$ cat src/rtl/truth_table_sweeper.sv
// truth_table_sweeper
//   Reads a truth table back out of a combinational circuit. Every input vector
//   is driven in turn, held for SETTLE idle cycles, and then the single output
//   is sampled into the table. The finished table is offered on a valid/ready
//   port. tt[i] is the response to vector i, so a table written as 16'h429B
//   reads back as 16'h429B.
//
//   Parameters
//     N_IN    number of circuit inputs (1..6); the table is 2**N_IN bits wide
//     SETTLE  idle cycles a vector is held before it is sampled (0..255)
//
//   Ports
//     clk        rising-edge clock
//     rst        synchronous, active-high reset; overrides everything and
//                discards any partial sweep
//     start      request a sweep; taken in IDLE, or in DONE together with tt_ready
//     busy       sweep in progress
//     dut_in     vector driven to the circuit (0 whenever no sweep is running)
//     dut_out    circuit response to dut_in
//     tt_valid   captured table available
//     tt_ready   consumer takes the table when tt_valid & tt_ready
//     tt         captured table
//
//   Optional feature, macro TT_EXPECT_EN:
//     tt_expect  golden table, captured when a sweep is accepted
//     tt_match   valid with tt_valid; 1 when tt equals the captured golden table
//   Without the macro these ports and the compare logic are absent.

module truth_table_sweeper #(
  parameter int N_IN   = 4,
  parameter int SETTLE = 2
) (
  input  logic                   clk,
  input  logic                   rst,
  input  logic                   start,
  output logic                   busy,
  output logic [N_IN-1:0]        dut_in,
  input  logic                   dut_out,
  output logic                   tt_valid,
  input  logic                   tt_ready,
`ifdef TT_EXPECT_EN
  input  logic [(1<<N_IN)-1:0]   tt_expect,
  output logic                   tt_match,
`endif
  output logic [(1<<N_IN)-1:0]   tt
);

  localparam int TW = 1 << N_IN;
  // Settle counter only has to reach SETTLE; keep at least one bit so
  // SETTLE=0 still builds.
  localparam int WW = (SETTLE < 1) ? 1 : $clog2(SETTLE + 1);
  localparam logic [WW-1:0]   SETTLE_W = WW'(SETTLE);
  localparam logic [N_IN-1:0] IDX_LAST = '1;

  localparam logic [1:0] S_IDLE  = 2'd0;
  localparam logic [1:0] S_SWEEP = 2'd1;
  localparam logic [1:0] S_DONE  = 2'd2;

  logic [1:0]      state;
  logic [N_IN-1:0] idx;
  logic [WW-1:0]   wcnt;

`ifdef TT_EXPECT_EN
  logic [TW-1:0]   expect_q;
`endif

  always_ff @(posedge clk) begin
    if (rst) begin
      state <= S_IDLE;
      idx   <= '0;
      wcnt  <= '0;
      tt    <= '0;
`ifdef TT_EXPECT_EN
      expect_q <= '0;
`endif
    end else begin
      case (state)
        S_IDLE: begin
          if (start) begin
            state <= S_SWEEP;
            idx   <= '0;
            wcnt  <= '0;
            tt    <= '0;
`ifdef TT_EXPECT_EN
            expect_q <= tt_expect;
`endif
          end
        end
        S_SWEEP: begin
          if (wcnt != SETTLE_W) begin
            wcnt <= wcnt + WW'(1);
          end else begin
            tt[idx] <= dut_out;
            wcnt    <= '0;
            // Leave idx at the last vector rather than wrapping, so nothing
            // can ever alias back onto tt[0].
            if (idx == IDX_LAST) state <= S_DONE;
            else                 idx   <= idx + N_IN'(1);
          end
        end
        S_DONE: begin
          if (tt_ready) begin
            if (start) begin
              // Back-to-back sweep: hand off and restart in the same edge.
              state <= S_SWEEP;
              idx   <= '0;
              wcnt  <= '0;
              tt    <= '0;
`ifdef TT_EXPECT_EN
              expect_q <= tt_expect;
`endif
            end else begin
              state <= S_IDLE;
            end
          end
        end
        default: state <= S_IDLE;
      endcase
    end
  end

  assign busy     = (state == S_SWEEP);
  assign tt_valid = (state == S_DONE);
  assign dut_in   = (state == S_SWEEP) ? idx : '0;

`ifdef TT_EXPECT_EN
  assign tt_match = (state == S_DONE) && (tt == expect_q);
`endif

endmodule

$ cat config.mk
export PLATFORM = sky130hd
export DESIGN_NAME = truth_table_sweeper
export DESIGN_NICKNAME = d
export VERILOG_FILES = /design/src/rtl/truth_table_sweeper.sv
export SDC_FILE = /design/constraint.sdc
export NUM_CORES = 1
export LEC_CHECK = 0
export CAP_MARGIN = 20
export CORE_MARGIN = 3
export CORE_UTILIZATION = 45
export CTS_CLUSTER_SIZE = 10
export DETAILED_ROUTE_END_ITERATION = 16
export MAX_ROUTING_LAYER = met4
export PLACE_DENSITY = 0.85
export SYNTH_ARGS = -nofsm -noshare
export SYNTH_HDL_FRONTEND = slang
export SYNTH_SLANG_ARGS = --single-unit
$ cat constraint.sdc
create_clock -name clk -period 1.3 [get_ports clk]
set_input_delay 0.39 -clock clk [delete_from_list [all_inputs] [get_ports clk]]
set_output_delay 0.39 -clock clk [all_outputs]
set_load 0.02 [all_outputs]
==> impl_metrics.toml <==
[setup_path]
path_class = "reg -> out"
critPathArrivalTime_ns = 1.20
critPathCaptureType = "output port"
start_kind = "flop"
cp_max_fo = 3
crit_required_ns = 0.91

[power_and_ir_drop]
leakage_nw = 0.890
ir_drop_v = 0.000848
power_density_nw_per_um2 = 784

[timing]
relSlewSlack_pct = 72.3
max_slew.worst_pin.slew_ns = 0.414
slew_violations = 0
worst_slack_ns = -0.286
fmax_mhz = 630
min_period_ns = 1.59
rsz0062_at_grt = "yes"
hold_viol = 0
post-route-period-util_pct = 122
clock_skew_ns = 0.00620
setup_viol = 28

[synth]
synth_top_area_share_pct = 38.0
yosys-top-cells-area = "dfxtp_1 38%, a21oi_1 11%, o21ai_0 6.7%, nor2b_1 4.5%, nor2_1 4.2%"
ys_seq_area_share_pct = 38.0
syn_area_per_cell_um2 = 7.71
netlist_instances = 164
netlist_area_um2 = 1260
synth_cell_types = 32
synth_seq_cells = 24
synth_top_cell_by_area = "dfxtp_1"
synth_fp_nets = 173
ys_warn_count = 0

[cells_and_area]
n_antenna_cell = 0
area_growth_pct = 68.2
fin_cells = 257
final_cell_area_um2 = 2130
multi_input_area_um2 = 958
seq_area_um2 = 493
final_layout_size_suffix_gt1_share_pct = 56.8
nets = 237
fill_cells = 147

[route]
drc = 0
num_vias = 1635
drt_iter0_drc = 145
antenna_left = 0
dr_wl_met3_um = 360
routed_wl_um = 5410
via_per_inst = 6.36
first_pass_iters = 5
wl_met2_um = 2710
routedWlPerCell_um = 21.0
wl_met1_um = 2100
routed.top_layer = "met4"

[global_route]
grt_max_degree = 19
antenna_found_initial = 0
first_global_vias = 1500
grt_pass1_wl_um = 7220
grt_usage_pct = 28.1
grt_overflow = 0

[floorplanning]
die_area_um2 = 3480
pin_count = 27
start_util_pct = 49.3
fp-row-count = 18
dieWidth_um = 59.0
core-area_um2 = 2570
die_h_um = 59.0

[place]
place_area_um2 = 1770
port_buffers = 26
hpwlAfterDp_um = 2640
gp_congestion = 0.882
place_inst = 239

[run]
maxCapViolations = 0

[clock_network]
htreeDepth = 1
numCtsBuffers = 3
tritoncts = "built"
ctsRootBufferMaster = "clkbuf_4"
cts_sinks = 24
clk_latency_ns = 0.34
cts_buffer_depth = 2
clk_pin_slew_ns = 0.15

[min_path]
worst_hold_path_type = "reg -> reg"

[run_status]
failed_checks = "setup timing"
outcome = "finished with violations"
-- through the flow --
stage	TNS [ns]	hold slack (ns)	worst slack (ns)	power [mW]	utilization, %
2_1_floorplan	-0.110	0.502	-0.0262	0.885	-
3_3_place_gp	-13.86	0.463	-0.589	0.963	69.0
3_5_place_dp	-15.77	0.464	-0.693	0.972	69.0
4_1_cts	-3.90	0.485	-0.280	1.58	73.9
5_1_grt	-6.34	0.493	-0.315	1.71	82.9
6_report	-5.18	0.481	-0.286	1.67	82.9
-- placed cells by master (no fill, tap or decap), types with 4 or more instances in the layout --
cell type and n:
nor2_4 4, buf_6 19, nor2b_1 8, nand3_1 10
a21oi_1 22, buf_4 31, nand2_1 10, dfxtp_1 14
dfxtp_2 10, o21ai_1 4, buf_2 16, inv_1 5
nor2_1 10, o21ai_2 11, a21oi_2 6
-- per-layer routing --
layer | vias to the layer above | GRT usage [%]
li1 | 708 | -
met1 | 788 | 32.8
met2 | 110 | 47.9
met3 | 29 | 3.05
met4 | 0 | 13.3
met5 | - | -
-- cell families after synthesis --
family | share of synthesized area (%)
buffers and inverters | 5.34
AND/OR/NAND/NOR | 29.1
AO/OA/AOI/OAI | 23.6
adder cells (fa/ha/maj) | 3.96
flip-flops | 38.0
-- synthesized netlist by cell type --
cell and n:
a211oi_1 2, a211oi_2 1, a21oi_1 28, a22oi_1 3
a31oi_1 1, a41oi_1 1, and2_0 1, and2_1 1
and3_1 2, and3b_1 1, and4bb_4 1, buf_1 1
buf_4 1, clkbuf_1 9, dfxtp_1 24, ha_1 4
inv_1 6, nand2_1 12, nand2b_1 2, nand3_1 10
nand4_1 3, nand4bb_1 1, nor2_1 14, nor2b_1 9
nor3_1 2, nor3_4 1, nor3b_1 2, nor3b_2 1
nor4_1 1, o21ai_0 17, o2bb2ai_1 1, or3_4 1
-- worst max-delay path, stage by stage (launching register included) --
cell and delay [ns]:
dfxtp_2 0.36, nand2b_4 0.16, buf_6 0.13, nor2_4 0.09, buf_6 0.12
-- report_power, final --
group	leakage, nW	total (mW)	internal (mW)	switching (mW)
Clock	0.0279	0.573	0.312	0.260
Sequential	0.198	0.753	0.744	0.00927
Combinational	0.664	0.342	0.146	0.196
-- timing repair --
item                                   in CTS  in global routing
pin swaps                                   5                 43
setup endpoints to repair                  43                 30
resized for setup                         139                 50
hold buffers                                0                  0
buffers inserted                            5                  9
cloned                                      0                  1
endpoints found under the hold margin       0                  0
-- layout make-up --
class	instances	area share (%)
flip-flops and latches	24	23.2
clock inverters	1	1.41
well taps	30	1.76
repair buffers	70	26.5
inverters	6	1.06
clock buffers	3	1.06
multi-input cells	123	45.0
-- state kept, by name (all words and copies together), names as in the netlist --
signal,flops
idx,4
wcnt,2
tt,16
state,2
-- path summary, 6_finish.rpt --
path,slack [ns],startpoint,cells past startpoint,endpoint
setup / recovery,-0.29,state[1]$_SDFFE_PP0P_,4,dut_in[1]
setup reg to reg,-0.25,state[1]$_SDFFE_PP0P_,6,tt[10]$_SDFFE_PP0P_
hold reg to reg,0.48,tt[2]$_SDFFE_PP0P_,2,tt[2]$_SDFFE_PP0P_
hold / removal,0.48,tt[2]$_SDFFE_PP0P_,2,tt[2]$_SDFFE_PP0P_
Note: power is estimated with default switching activity, not from simulation.
